--- src/rtl/vga_timing_pkg.sv ---
// Shared 640x480 timing constants, widths and monitor state encoding for the VGA capture path.
package vga_timing_pkg;

  localparam int H_TOTAL = 800;
  localparam int V_TOTAL = 521;
  localparam int H_BP    = 144;
  localparam int H_FP    = 784;
  localparam int V_BP    = 31;
  localparam int V_FP    = 511;

  localparam int XY_W  = 10;
  localparam int CNT_W = 11;

  localparam logic [CNT_W-1:0] CNT_MAX = '1;

  typedef enum logic [1:0] {
    SEARCH  = 2'd0,
    MEASURE = 2'd1,
    LOCKED  = 2'd2
  } mon_state_e;

  function automatic logic [CNT_W-1:0] sat_inc(input logic [CNT_W-1:0] v);
    return (v == CNT_MAX) ? v : v + 1'b1;
  endfunction

endpackage

--- src/rtl/vga_sync_counter.sv ---
// Sync falling-edge detector with a saturating position counter and length capture.
module vga_sync_counter
  import vga_timing_pkg::*;
(
  input  logic             clk,
  input  logic             clr,
  input  logic             pix_en,
  input  logic             sync_n,
  input  logic             adv,
  output logic             fall,
  output logic [CNT_W-1:0] count_nxt,
  output logic [CNT_W-1:0] count_q,
  output logic [CNT_W-1:0] len_q
);

  logic             prev_q;
  logic             prev_d;
  logic [CNT_W-1:0] count_d;
  logic [CNT_W-1:0] len_d;

  always_comb begin
    fall      = pix_en && prev_q && !sync_n;
    count_nxt = count_q;
    if (fall) begin
      count_nxt = '0;
    end else if (adv) begin
      count_nxt = sat_inc(count_q);
    end
    prev_d  = pix_en ? sync_n : prev_q;
    count_d = pix_en ? count_nxt : count_q;
    // saturate the captured length so a lost-sync run never wraps to 0
    len_d   = fall ? sat_inc(count_q) : len_q;
  end

  always_ff @(posedge clk) begin
    if (clr) begin
      prev_q  <= 1'b1;
      count_q <= '0;
      len_q   <= '0;
    end else begin
      prev_q  <= prev_d;
      count_q <= count_d;
      len_q   <= len_d;
    end
  end

endmodule

--- src/rtl/vga_capture_monitor.sv ---
// VGA sink: measures line/frame geometry, locks to the expected timing and emits active pixels.
// state   | meaning
// SEARCH  | waiting for a vsync fall to start measuring
// MEASURE | one frame being checked for line and frame length
// LOCKED  | timing matches, active pixels are emitted
module vga_capture_monitor
  import vga_timing_pkg::*;
#(
  parameter int H_TOTAL_CFG = H_TOTAL,
  parameter int V_TOTAL_CFG = V_TOTAL,
  parameter int H_BP_CFG    = H_BP,
  parameter int H_FP_CFG    = H_FP,
  parameter int V_BP_CFG    = V_BP,
  parameter int V_FP_CFG    = V_FP
) (
  input  logic              clk,
  input  logic              clr,
  input  logic              pix_en,
  input  logic              hsync,
  input  logic              vsync,
  input  logic [2:0]        red,
  input  logic [2:0]        green,
  input  logic [1:0]        blue,
  output logic              pix_valid,
  output logic [XY_W-1:0]   pix_x,
  output logic [XY_W-1:0]   pix_y,
  output logic [7:0]        pix_rgb,
  output logic              frame_done,
  output logic              locked,
  output logic [CNT_W-1:0]  line_len,
  output logic [CNT_W-1:0]  frame_lines,
  output logic [7:0]        err_count
);

  localparam logic [CNT_W-1:0] H_LAST = 11'(H_TOTAL_CFG - 1);
  localparam logic [CNT_W-1:0] V_LAST = 11'(V_TOTAL_CFG - 1);
  localparam logic [CNT_W-1:0] H_BP_C = 11'(H_BP_CFG);
  localparam logic [CNT_W-1:0] H_FP_C = 11'(H_FP_CFG);
  localparam logic [CNT_W-1:0] V_BP_C = 11'(V_BP_CFG);
  localparam logic [CNT_W-1:0] V_FP_C = 11'(V_FP_CFG);

  logic             h_fall, v_fall;
  logic [CNT_W-1:0] hcount_q, hcount_nxt, vcount_q, vcount_nxt;

  vga_sync_counter u_hcnt (
    .clk       (clk),
    .clr       (clr),
    .pix_en    (pix_en),
    .sync_n    (hsync),
    .adv       (1'b1),
    .fall      (h_fall),
    .count_nxt (hcount_nxt),
    .count_q   (hcount_q),
    .len_q     (line_len)
  );

  // vertical counter advances on line starts; its own fall (vsync) takes priority
  vga_sync_counter u_vcnt (
    .clk       (clk),
    .clr       (clr),
    .pix_en    (pix_en),
    .sync_n    (vsync),
    .adv       (h_fall),
    .fall      (v_fall),
    .count_nxt (vcount_nxt),
    .count_q   (vcount_q),
    .len_q     (frame_lines)
  );

  mon_state_e      state_q, state_d;
  logic            line_ok_q, line_ok_d;
  logic            line_first_q, line_first_d;
  logic [7:0]      err_q, err_d;
  logic            pix_valid_q, pix_valid_d;
  logic [XY_W-1:0] pix_x_q, pix_x_d, pix_y_q, pix_y_d;
  logic [7:0]      pix_rgb_q, pix_rgb_d;
  logic            frame_done_q, frame_done_d;
  logic            locked_q, locked_d;

  logic h_bad, v_bad, h_lost, in_active, drop;

  assign h_bad     = h_fall && (hcount_q != H_LAST);
  assign v_bad     = v_fall && (vcount_q != V_LAST);
  assign h_lost    = (hcount_nxt == CNT_MAX);
  assign in_active = (hcount_nxt >= H_BP_C) && (hcount_nxt < H_FP_C) &&
                     (vcount_nxt >= V_BP_C) && (vcount_nxt < V_FP_C);

  always_comb begin
    state_d      = state_q;
    line_ok_d    = line_ok_q;
    line_first_d = line_first_q;
    err_d        = err_q;
    pix_valid_d  = 1'b0;
    pix_x_d      = pix_x_q;
    pix_y_d      = pix_y_q;
    pix_rgb_d    = pix_rgb_q;
    frame_done_d = 1'b0;
    drop         = 1'b0;
    if (pix_en) begin
      frame_done_d = v_fall;
      if (v_fall) begin
        line_ok_d    = 1'b0;
        line_first_d = 1'b1;
      end else if (h_fall) begin
        line_ok_d    = line_first_q ? 1'b1 : (line_ok_q && !h_bad);
        line_first_d = 1'b0;
      end
      unique case (state_q)
        SEARCH:  if (v_fall) state_d = MEASURE;
        MEASURE: if (v_fall && line_ok_q && !v_bad) state_d = LOCKED;
        LOCKED: begin
          if (h_bad || v_bad || h_lost) begin
            state_d = SEARCH;
            drop    = 1'b1;
            if (err_q != 8'hFF) err_d = err_q + 8'd1;
          end
        end
        default: state_d = SEARCH;
      endcase
      if ((state_q == LOCKED) && !drop && in_active) begin
        pix_valid_d = 1'b1;
        pix_x_d     = 10'(hcount_nxt - H_BP_C);
        pix_y_d     = 10'(vcount_nxt - V_BP_C);
        pix_rgb_d   = {red, green, blue};
      end
    end
    locked_d = (state_d == LOCKED);
  end

  always_ff @(posedge clk) begin
    if (clr) begin
      state_q      <= SEARCH;
      line_ok_q    <= 1'b0;
      line_first_q <= 1'b0;
      err_q        <= '0;
      pix_valid_q  <= 1'b0;
      pix_x_q      <= '0;
      pix_y_q      <= '0;
      pix_rgb_q    <= '0;
      frame_done_q <= 1'b0;
      locked_q     <= 1'b0;
    end else begin
      state_q      <= state_d;
      line_ok_q    <= line_ok_d;
      line_first_q <= line_first_d;
      err_q        <= err_d;
      pix_valid_q  <= pix_valid_d;
      pix_x_q      <= pix_x_d;
      pix_y_q      <= pix_y_d;
      pix_rgb_q    <= pix_rgb_d;
      frame_done_q <= frame_done_d;
      locked_q     <= locked_d;
    end
  end

  assign pix_valid  = pix_valid_q;
  assign pix_x      = pix_x_q;
  assign pix_y      = pix_y_q;
  assign pix_rgb    = pix_rgb_q;
  assign frame_done = frame_done_q;
  assign locked     = locked_q;
  assign err_count  = err_q;

endmodule
--- config.mk ---
export PLATFORM = sky130hd
export DESIGN_NAME = vga_capture_monitor
export DESIGN_NICKNAME = d
export VERILOG_FILES = /design/src/rtl/vga_timing_pkg.sv /design/src/rtl/vga_sync_counter.sv /design/src/rtl/vga_capture_monitor.sv
export SDC_FILE = /design/constraint.sdc
export NUM_CORES = 1
export LEC_CHECK = 0
export CAP_MARGIN = 15
export CORE_MARGIN = 8
export CORE_UTILIZATION = 55
export DETAILED_ROUTE_END_ITERATION = 7
export GPL_ROUTABILITY_DRIVEN = 0
export PLACE_DENSITY = 0.85
export SETUP_SLACK_MARGIN = 0.4
export SYNTH_ARGS = -nofsm -noshare
export SYNTH_HDL_FRONTEND = slang
export SYNTH_HIERARCHICAL = 1
export SYNTH_SLANG_ARGS = --single-unit
--- constraint.sdc ---
create_clock -name clk -period 6.57 [get_ports clk]
set_input_delay 1.6425 -clock clk [delete_from_list [all_inputs] [get_ports clk]]
set_output_delay 1.6425 -clock clk [all_outputs]
set_load 0.005 [all_outputs]
==> reports/qor.yml, run 1 <==
outcome: "finished, final reports clean"
placed_cell_area_mm2: 0.00602
gr-total-overflow: 0
finish.net_count: 704
crit_path_cell_trace: "clkdlybuf4s50_1 -> nand3b_1 -> buf_4 -> clkinv_1 -> buf_4 -> nor2_1 -> ha_1 -> nor4bb_1 -> a21oi_1 -> a221o_1 -> nor3_4 -> mux2_1"
fraction_of_layout_cells_with_a_size_suffix_above_1_pct: 10.9
post-cts-setup-buffers: 0
crit_path_start_kind: "input pin"
ys_types: 74
timing.critical_path.required_ps: 6830
design_area_mm2: 0.00622
power_switching_uw: 293
grt_start_max_net_pins: 40
worst_clock_skew_ps: 16.1
internal_power_uw: 728
cts_tree: "built"
io_buffers: 73
finalCritPeriodShare_pct: 85.3
cts_root_buf: "sky130_fd_sc_hd__clkbuf_8"
cts_hold_repair.buffers: 0
fp.coreArea_mm2: 0.00959
num_vias: 5353
clock_power_share_pct: 37.0
setup_tns_ps: 0
power.combinational.fraction_pct: 8.8
clkSlewWorstSetupHoldPaths_ps: 100
synth_enable_flop_cells: 0
postSynthCellCount: 639
initial_standard_cell_utilization_of_the_core_pct: 55.6
ys_ff_latch: 89
die_width_um: 114
cts.sink_count: 89
vdd_drop_max_mv: 0.102
num_io_pins: 74
synth-simple-area-share_pct: 25.4
grt_pass1_vias: 4855
yosys_most_used_dff: "sky130_fd_sc_hd__dfxtp_1"
synth-xor-area-share_pct: 3.78
detailed_route_wire_length_um: 14800
dp.final_hpwl_um: 10300
detail_route.wl_per_cell_um: 18.0
slew_headroom_pct: 29.8
synth.area.mux_share_pct: 0.774
finalWorstPathRequiredPeriod_ps: 5600
critical-path-max-stage-delay_ps: 610
timing.critical_path.slowest_stage_cell: "sky130_fd_sc_hd__a221o_1"
drtAntennaViolNets: 0
mostFrequentLayoutCells: "sky130_fd_sc_hd__dfxtp_1, sky130_fd_sc_hd__clkdlybuf4s50_1, sky130_fd_sc_hd__a21oi_1"
route.detailed.drc: 0
worstPathArrival_ps: 5860
synth.yosys.warnings: 6
post-layout-total-power_mw: 1.02
max_cap_violations: 0
rsz0062_at_grt: "false"
worst-slew-pin-transition_ps: 1040
crit_path_max_fanout: 20
tritoncts.num_buffers: 9
switching_power_as_a_share_of_total_power_pct: 28.7
cts_htree_levels: 3
grt_use_total_pct: 22.4
detail_route.vias_per_cell: 6.51
grt_pass1_wl_um: 24300
antennaDiodeCount: 0
p_leak_nw: 2.01
criticalPathCategory: "input pin to flip-flop"
grt_antenna_before_repair: 0
clock_path_buffers: 2
postCtsResizedCells: 0
setup_viol: 0
slew_viol_final: 0
cp-end-kind: "flip-flop"
power_density_mw_per_mm2: 164
fp-row-count: 36
mean_post_synth_cell_area_um2: 8.35
worstHoldPathType: "flip-flop to flip-flop"
synthesis.area_mm2: 0.00534
die-height_um: 114
number_of_hold_slack_violations_in_the_final_timing_report: 0
final_common_cell: "sky130_fd_sc_hd__dfxtp_1"
drt_iter0_markers: 421
share_of_synthesized_cell_area_in_full_adder_half_adder_and_majority_cells_pct: 1.64
power.share.sequential_pct: 54.1
design.die.area_mm2: 0.0131
postSynth.asyncResetShare_pct: 0
skew_pair_late_insertion_delay_ps: 380
dr.pass1.iters: 7
hold_ws_ps: 459
synth-compound-area-share_pct: 28.1
synth_top_family_by_area: "compound AO/OA/AOI/OAI gates"
area_growth_syn_to_layout_pct: 16.5
fmax_mhz: 178
seq_area_frac_synth_pct: 33.4
filler_cell_count: 808
worst_path_most_repeated_cell: "sky130_fd_sc_hd__buf_4"
==> final timing paths <==
check	startpoint	to	slack, ps	cells after the start
worst max-delay path	hsync	pix_x[7]	970	12
worst min-delay path	u_hcnt/len_q[6]	u_hcnt/len_q[6]	460	2
worst max register to register	u_hcnt/count_q[0]	pix_x[7]	2030	12
worst min register to register	u_hcnt/len_q[6]	u_hcnt/len_q[6]	460	2
==> registers in the layout (all words and copies together) (netlist names), 2 cells and up <==
name / flops
pix_y: 10
u_vcnt/len_q: 11
u_hcnt/len_q: 11
state_q: 2
pix_x: 10
err_count: 8
u_vcnt/count_q: 11
u_hcnt/count_q: 11
pix_rgb: 8
==> critical path: cells and delay by family <==
family / cells / cell delay [ps]
buf+inv: 4 / 1570
mux: 1 / 380
simple gates: 4 / 1280
compound gates: 2 / 760
fa+ha+maj: 1 / 220
==> power groups by stage <==
stage	sequential [mW]	combinational (mW)	clock, mW
after floorplan	0.564	0.0529	0
after global placement	0.565	0.0855	0
after detailed placement	0.565	0.0873	0
after CTS	0.552	0.0882	0.383
after global routing	0.554	0.0979	0.406
final	0.552	0.0901	0.378
==> synth_stat cells (5+ instances only) <==
library cell,number,area (um^2)
sky130_fd_sc_hd__xor2_1,13,114
sky130_fd_sc_hd__buf_2,13,65.1
sky130_fd_sc_hd__clkbuf_1,20,75.1
sky130_fd_sc_hd__dfxtp_1,89,1780
sky130_fd_sc_hd__buf_4,11,82.6
sky130_fd_sc_hd__buf_6,6,67.6
sky130_fd_sc_hd__a211oi_1,14,105
sky130_fd_sc_hd__nand2_1,55,206
sky130_fd_sc_hd__or3_1,20,125
sky130_fd_sc_hd__nor3_1,7,35.0
sky130_fd_sc_hd__or4_1,13,97.6
sky130_fd_sc_hd__nor2_1,29,109
sky130_fd_sc_hd__xnor2_1,10,87.6
sky130_fd_sc_hd__nand3_1,21,105
sky130_fd_sc_hd__a311oi_1,5,43.8
sky130_fd_sc_hd__ha_1,7,87.6
sky130_fd_sc_hd__o31ai_1,26,195
sky130_fd_sc_hd__and3_4,6,67.6
sky130_fd_sc_hd__a31oi_1,24,150
sky130_fd_sc_hd__o211ai_1,6,45.0
sky130_fd_sc_hd__nand4_1,23,144
sky130_fd_sc_hd__nor2b_1,5,31.3
sky130_fd_sc_hd__inv_1,14,52.6
sky130_fd_sc_hd__o21ai_0,33,165
sky130_fd_sc_hd__a21oi_1,64,320
==> area by class of cell <==
class / count / area [um^2] / area share [%]
sequential: 89 / 1780 / 28.7
timing repair buffer: 85 / 813 / 13.1
clock inverter: 7 / 72.6 / 1.17
multi-input combinational: 483 / 3200 / 51.5
inverter: 16 / 60.1 / 0.966
tap: 133 / 166 / 2.68
clock buffer: 9 / 124 / 1.99
==> per-stage QoR <==
stage                     std cells  setup WS, ps  util, %
after floorplan                 642          1440        -
after global placement          805           831     62.7
after detailed placement        806           669     62.8
after CTS                       822          1050     64.8
after global routing            822           653     64.8
final                           822           967     64.8
==> cells by family (layout without fill, tap and decap cells) <==
group           count (synthesis)  count (layout)
xor+xnor                       23              23
mux                             4               4
compound gates                219             219
fa+ha+maj                       7               7
buf+inv                        70             117
other cells                     1               4
simple gates                  226             226
flops                          89              89
==> routing by layer <==
layer  up-vias  wire length [um]  global-route usage [%]
li1       2514                 -                       -
met1      2522              6080                    28.7
met2       288              7090                    36.1
met3        29              1420                    5.80
met4         0               242                    6.65
met5         -                 0                       0
No activity file was read; power rests on OpenSTA's default activity.
==> inputs of run 2 (changes only) <==
Settings changed: GPL_ROUTABILITY_DRIVEN 0 to not set.
==> run 2 against run 1 <==
Compared with the run above: global-route usage decreased by 0.22 points; sequential share of layout area about the same; sequential power about the same; critical path depth increased by 1; clock skew decreased by 6.8 ps; power increased by 2.3%; worst setup slack improved by 82 ps; wire length increased by 0.57%; highest routed layer unchanged; die area unchanged; largest power group unchanged; clock power increased by 6.6%; combinational power decreased by 2%; hold slack improved by 2.4 ps.
==> reports/qor.yml, run 2 (synthesized netlist as in run 1, its figures left out) <==
dp.final_hpwl_um: 10400  # was 10300 um
skew_pair_late_insertion_delay_ps: 360  # was 380 ps
rsz0062_at_grt: "false"  # unchanged
worst-slew-pin-transition_ps: 1180  # was 1040 ps
multi_input_comb_area_mm2: 0.00320  # unchanged
criticalPathCategory: "input pin to flip-flop"  # unchanged
worstHoldPathType: "flip-flop to flip-flop"  # unchanged
antennaDiodeCount: 0  # unchanged
fp-row-count: 36  # unchanged
finalNonFillerCells: 820  # was 822
dp_cells: 804  # was 806
grt_start_max_net_pins: 45  # was 40
p_leak_nw: 2.01  # about the same
gr-usage-met1_pct: 28.2  # was 28.7%
outcome: "finished, final reports clean"  # unchanged
postCtsResizedCells: 0  # unchanged
mostFrequentLayoutCells: "sky130_fd_sc_hd__dfxtp_1, sky130_fd_sc_hd__clkdlybuf4s50_1, sky130_fd_sc_hd__a21oi_1"  # unchanged
final_common_cell: "sky130_fd_sc_hd__dfxtp_1"  # unchanged
clkSlewWorstSetupHoldPaths_ps: 90  # was 100 ps
initial_standard_cell_utilization_of_the_core_pct: 55.6  # unchanged
drt_iter0_markers: 467  # was 421
slew_viol_final: 0  # unchanged
grt.met3_usage_pct: 4.11  # was 5.80%
die-height_um: 114  # unchanged
post-cts-setup-buffers: 0  # unchanged
grt_use_total_pct: 22.2  # was 22.4%
worst_clock_skew_ps: 9.31  # was 16.1 ps
finalCritPeriodShare_pct: 84.0  # was 85.3%
timing.final.ws_setup_ps: 1050  # was 967 ps
route.detailed.drc: 0  # unchanged
setup_tns_ps: 0  # unchanged
timing.critical_path.required_ps: 6820  # was 6830 ps
crit_path_max_fanout: 22  # was 20
io_buffers: 73  # unchanged
worst_setup_path_startpoint: "hsync"  # unchanged
num_io_pins: 74  # unchanged
detailedPlace.worstSlack_ps: 697  # was 669 ps
crit_path_start_kind: "input pin"  # unchanged
cp-end-kind: "flip-flop"  # unchanged
layout.core_utilization_pct: 64.8  # about the same
die_width_um: 114  # unchanged
min_path_cells: 2  # unchanged
grt_util_met2_pct: 36.9  # was 36.1%
cts.sink_count: 89  # unchanged
cts_root_buf: "sky130_fd_sc_hd__clkbuf_8"  # unchanged
filler_cell_count: 797  # was 808
gr-total-overflow: 0  # unchanged
place.gp.congestion: 0.924
crit-reg2reg-capture: "pix_x[7]"  # unchanged
worst_r2r_path_depth: 10  # was 12
num_vias: 5354  # was 5353
cts_htree_levels: 3  # unchanged
finalWorstPathRequiredPeriod_ps: 5520  # was 5600 ps
r2r_slack_ps: 1970  # was 2030 ps
r2r-start: "u_hcnt/count_q[0]"  # unchanged
clock_path_buffers: 2  # unchanged
sequential_cell_area_mm2: 0.00178  # unchanged
detail_route.vias_per_cell: 6.53  # was 6.51
max_cap_violations: 0  # unchanged
area_growth_syn_to_layout_pct: 16.5  # about the same
worstPathArrival_ps: 5770  # was 5860 ps
fraction_of_layout_cells_with_a_size_suffix_above_1_pct: 10.6  # was 10.9%
grt_antenna_before_repair: 0  # unchanged
dr.pass1.iters: 7  # unchanged
slew_headroom_pct: 20.7  # was 29.8%
number_of_hold_slack_violations_in_the_final_timing_report: 0  # unchanged
power_density_mw_per_mm2: 168  # was 164 mW/mm^2
fp.coreArea_mm2: 0.00959  # unchanged
design.die.area_mm2: 0.0131  # unchanged
finish.net_count: 702  # was 704
grt_busiest_layer: "met2"  # unchanged
cts_tree: "built"  # unchanged
setup.worst_path.end: "pix_x[7]"  # unchanged
grt_pass1_wl_um: 24000  # was 24300 um
setup_viol: 0  # unchanged
grt_pass1_vias: 4831  # was 4855
cts_hold_repair.buffers: 0  # unchanged
tritoncts.num_buffers: 9  # unchanged
detailed_route_wire_length_um: 14900  # was 14800 um
detail_route.wl_per_cell_um: 18.2  # was 18.0 um
vdd_drop_max_mv: 0.145  # was 0.102 mV
drtAntennaViolNets: 0  # unchanged
fmax_mhz: 181  # was 178 MHz
## run 2: how the worst min path moves through the flow
| stage | startpoint | endpoint |
|---|---|---|
| final | u_hcnt/len_q[6] | u_hcnt/len_q[6] |
| after detailed placement | u_vcnt/len_q[4] | u_vcnt/len_q[4] |
| after CTS | u_hcnt/len_q[6] | u_hcnt/len_q[6] |
| after global placement | u_vcnt/len_q[4] | u_vcnt/len_q[4] |
| after global routing | u_vcnt/len_q[4] | u_vcnt/len_q[4] |
| after floorplan | line_first_q | line_first_q |
## run 2: power breakdown
part / internal, mW / total [mW] / switching (mW)
clock: 0.183 / 0.403 / 0.220
combinational: 0.0318 / 0.0881 / 0.0564
sequential: 0.546 / 0.553 / 0.00602
total: 0.762 / 1.04 / 0.282
## run 2: critical path, cell delays in order
cell and delay [ps]:
sky130_fd_sc_hd__clkdlybuf4s50_1 550, sky130_fd_sc_hd__nand3b_1 130, sky130_fd_sc_hd__buf_4 210, sky130_fd_sc_hd__clkinv_1 500
sky130_fd_sc_hd__buf_4 420, sky130_fd_sc_hd__a311oi_1 460, sky130_fd_sc_hd__inv_1 130, sky130_fd_sc_hd__ha_1 200
sky130_fd_sc_hd__nor4bb_1 140, sky130_fd_sc_hd__a21oi_1 230, sky130_fd_sc_hd__a221o_1 600, sky130_fd_sc_hd__nor3_4 190
sky130_fd_sc_hd__mux2_1 360
## run 2: stage by stage
| step | hold slack [ps] | total power [mW] | area, um^2 |
|---|---|---|---|
| after detailed placement | 446 | 0.651 | 6010 |
| final | 462 | 1.04 | 6220 |
| after global placement | 440 | 0.649 | 6010 |
| after global routing | 487 | 1.08 | 6220 |
| after CTS | 462 | 1.05 | 6220 |
| after floorplan | 437 | 0.617 | 5350 |
## run 2: layer usage
layer,wire length [um],vias to the layer above,share of wire [%]
met5,0,-,0
met4,337,0,2.3
met3,1140,34,7.7
met2,7110,250,48
met1,6320,2556,42
li1,-,2514,-
## run 2: cell type report
type	count	area share, %
inverters	16	0.966
flip-flops and latches	89	28.7
clock inverters	7	1.35
repair buffers	83	12.9
well taps	133	2.68
clock buffers	9	1.99
multi-input cells	483	51.5
==> inputs of run 3 (changes only) <==
Settings changed: CORE_UTILIZATION 55 to 50, PLACE_DENSITY 0.85 to 0.82.
Clock period 6.57 ns to 4.64 ns, I/O delays scaled along.
==> run 3 against run 2 <==
Compared with the run above: critical path depth grew 1; non-clock buffer count rose by 23; die area rose by 8.6%; register-to-register slack got worse by 1300 ps; combinational power grew 54%; final area up 2.9%; critical endpoint is now pix_x[4].
==> reports/qor.yml, run 3 (synthesized netlist as in run 1, its figures left out) <==
worst_r2r_path_depth: 11  # was 10
power.share.sequential_pct: 52.8  # was 52.9%
path_delay_family: "buffers and inverters"  # unchanged
dp.final_hpwl_um: 11100  # was 10400 um
filler_cell_count: 869  # was 797
r2r_slack_ps: 650  # was 1970 ps
grt_start_max_net_pins: 32  # was 45
clock_power_share_pct: 38.0  # was 38.6%
skew_pair_late_insertion_delay_ps: 380  # was 360 ps
initial_standard_cell_utilization_of_the_core_pct: 51.7  # was 55.6%
fraction_of_layout_cells_with_a_size_suffix_above_1_pct: 13.7  # was 10.6%
p_leak_nw: 2.13  # was 2.01 nW
crit-reg2reg-capture: "pix_x[4]"  # was pix_x[7]
cp-end-kind: "flip-flop"  # unchanged
area_growth_syn_to_layout_pct: 19.9  # was 16.5%
num_vias: 5422  # was 5354
die_width_um: 119  # was 114 um
fmax_mhz: 247
critical-path-max-stage-delay_ps: 540  # was 600 ps
max_cap_violations: 0  # unchanged
crit_path_start_kind: "input pin"  # unchanged
power_switching_uw: 397  # was 282 uW
cts_htree_levels: 3  # unchanged
dp_cells: 827  # was 804
crit_path_max_fanout: 31  # was 22
dr.pass1.iters: 5  # was 7
finish.net_count: 725  # was 702
mostFrequentLayoutCells: "sky130_fd_sc_hd__dfxtp_1, sky130_fd_sc_hd__clkdlybuf4s50_1, sky130_fd_sc_hd__a21oi_1"  # unchanged
crit_cells: 14  # was 13
cts.sink_count: 89  # unchanged
power_density_mw_per_mm2: 232  # was 168 mW/mm^2
detail_route.wl_per_cell_um: 18.3  # was 18.2 um
clkSlewWorstSetupHoldPaths_ps: 100  # was 90 ps
worst_clock_skew_ps: 13.9  # was 9.31 ps
finalCritPeriodShare_pct: 87.3
tritoncts.num_buffers: 9  # unchanged
min_path_cells: 2  # unchanged
worst_setup_path_startpoint: "pix_en"  # was hsync
detail_route.vias_per_cell: 6.41  # was 6.53
layout.core_utilization_pct: 62.0  # was 64.8%
antennaDiodeCount: 0  # unchanged
rsz0062_at_grt: "false"  # unchanged
finalWorstPathRequiredPeriod_ps: 4050
sequential_cell_area_mm2: 0.00178  # unchanged
timing.critical_path.required_ps: 4930  # was 6820 ps
setup.worst_path.end: "pix_x[4]"  # was pix_x[7]
setup_tns_ps: 0  # unchanged
drt_iter0_markers: 495  # was 467
cts_tree: "built"  # unchanged
place.gp.congestion: 0.967  # was 0.924
timing.critical_path.slowest_stage_cell: "sky130_fd_sc_hd__clkdlybuf4s50_1"  # was sky130_fd_sc_hd__a221o_1
route.detailed.drc: 0  # unchanged
finalNonFillerCells: 846  # was 820
number_of_hold_slack_violations_in_the_final_timing_report: 0  # unchanged
switching_power_as_a_share_of_total_power_pct: 26.8  # was 27.0%
die-height_um: 119  # was 114 um
total_buffers_and_inverters_traversed_by_the_critical_path: 6  # was 5
multi_input_comb_area_mm2: 0.00321  # was 0.00320 mm^2
post-layout-total-power_mw: 1.48  # was 1.04 mW
worst_path_most_repeated_cell: "sky130_fd_sc_hd__buf_4"  # unchanged
worst-slew-pin-transition_ps: 772  # was 1180 ps
detailed_route_wire_length_um: 15500  # was 14900 um
outcome: "finished, final reports clean"  # unchanged
criticalPathCategory: "input pin to flip-flop"  # unchanged
clock_path_buffers: 2  # unchanged
worstPathArrival_ps: 4340  # was 5770 ps
grt_antenna_before_repair: 0  # unchanged
vdd_drop_max_mv: 0.176  # was 0.145 mV
io_buffers: 73  # unchanged
slew_headroom_pct: 48.4  # was 20.7%
worstHoldPathType: "flip-flop to flip-flop"  # unchanged
drtAntennaViolNets: 0  # unchanged
timing.final.ws_setup_ps: 589  # was 1050 ps
fp-row-count: 37  # was 36
cts_root_buf: "sky130_fd_sc_hd__clkbuf_8"  # unchanged
grt_pass1_vias: 5079  # was 4831
grt_use_total_pct: 21.4  # was 22.2%
fp.coreArea_mm2: 0.0103  # was 0.00959 mm^2
num_io_pins: 74  # unchanged
design.die.area_mm2: 0.0142  # was 0.0131 mm^2
r2r-start: "u_vcnt/count_q[0]"  # was u_hcnt/count_q[0]
slew_viol_final: 0  # unchanged
grt_pass1_wl_um: 25600  # was 24000 um
setup_viol: 0  # unchanged
detailedPlace.worstSlack_ps: -4.48  # was 697 ps
internal_power_mw: 1.08  # was 762 uW
power.combinational.fraction_pct: 9.2  # was 8.4%
crit_path_cell_trace: "clkdlybuf4s50_1 -> nand3b_1 -> clkinv_1 -> buf_4 -> a311oi_1 -> buf_4 -> inv_1 -> ha_1 -> nor4bb_1 -> a21oi_1 -> a221oi_2 -> buf_4 -> a31oi_1 -> a211oi_1"  # was clkdlybuf4s50_1 -> nand3b_1 -> buf_4 -> clkinv_1 -> buf_4 -> a311oi_1 -> inv_1 -> ha_1 -> nor4bb_1 -> a21oi_1 -> a221o_1 -> nor3_4 -> mux2_1
final_common_cell: "sky130_fd_sc_hd__dfxtp_1"  # unchanged
gr-total-overflow: 0  # unchanged
-- run 3: area by class of cell --
type / instances / area share (%)
Multi-Input combinational cell: 483 / 50.2
Sequential cell: 89 / 27.9
Timing Repair Buffer: 106 / 15.2
Tap cell: 136 / 2.66
Clock buffer: 10 / 2.00
Clock inverter: 6 / 1.13
Inverter: 16 / 0.939
-- run 3: worst min-delay path by stage --
stage	startpoint	end	slack [ps]
global route	u_hcnt/len_q[2]	u_hcnt/len_q[2]	480
finish	u_vcnt/len_q[10]	u_vcnt/len_q[10]	460
global placement	u_vcnt/len_q[4]	u_vcnt/len_q[4]	440
floorplan	line_first_q	line_first_q	440
CTS	u_hcnt/len_q[2]	u_hcnt/len_q[2]	460
detailed placement	u_vcnt/len_q[10]	u_vcnt/len_q[10]	450
-- run 3: stage by stage --
step	hold slack, ps	area (um^2)
finish	458	6400
global route	482	6400
CTS	461	6370
detailed placement	447	6160
global placement	438	6160
floorplan	437	5350
-- run 3: per-layer routing --
metal	GRT usage, %	share of wire (%)	vias to the layer above	wire [um]
met3	5.53	7.7	35	1200
met5	0	0	-	0
met2	34.3	47	239	7290
met4	8.35	2.9	0	443
li1	-	-	2560	-
met1	27.0	42	2588	6550
-- run 3: repair_timing --
action                     in CTS  in global routing
setup endpoints to repair       1                  1
pin swaps                       0                  1
gates resized for setup         2                  0
hold buffers                    0                  0
setup buffers                   0                  3
-- run 3: worst register-to-register path, stage by stage, from the launching register on --
cell,delay [ps]
sky130_fd_sc_hd__dfxtp_1,560
sky130_fd_sc_hd__ha_1,410
sky130_fd_sc_hd__nand3_4,200
sky130_fd_sc_hd__o41ai_2,670
sky130_fd_sc_hd__xor2_1,200
sky130_fd_sc_hd__nor2_1,80
sky130_fd_sc_hd__ha_1,240
sky130_fd_sc_hd__a41o_1,310
sky130_fd_sc_hd__a211oi_4,640
sky130_fd_sc_hd__nor3_4,120
sky130_fd_sc_hd__buf_4,210
sky130_fd_sc_hd__a211oi_1,260
-- run 3: power groups by stage --
| stage | Sequential [mW] | Combinational (mW) | Clock [mW] |
|---|---|---|---|
| CTS | 0.782 | 0.134 | 0.572 |
| global placement | 0.800 | 0.130 | 0 |
| floorplan | 0.799 | 0.0751 | 0 |
| detailed placement | 0.800 | 0.132 | 0 |
| finish | 0.782 | 0.136 | 0.563 |
| global route | 0.784 | 0.147 | 0.605 |
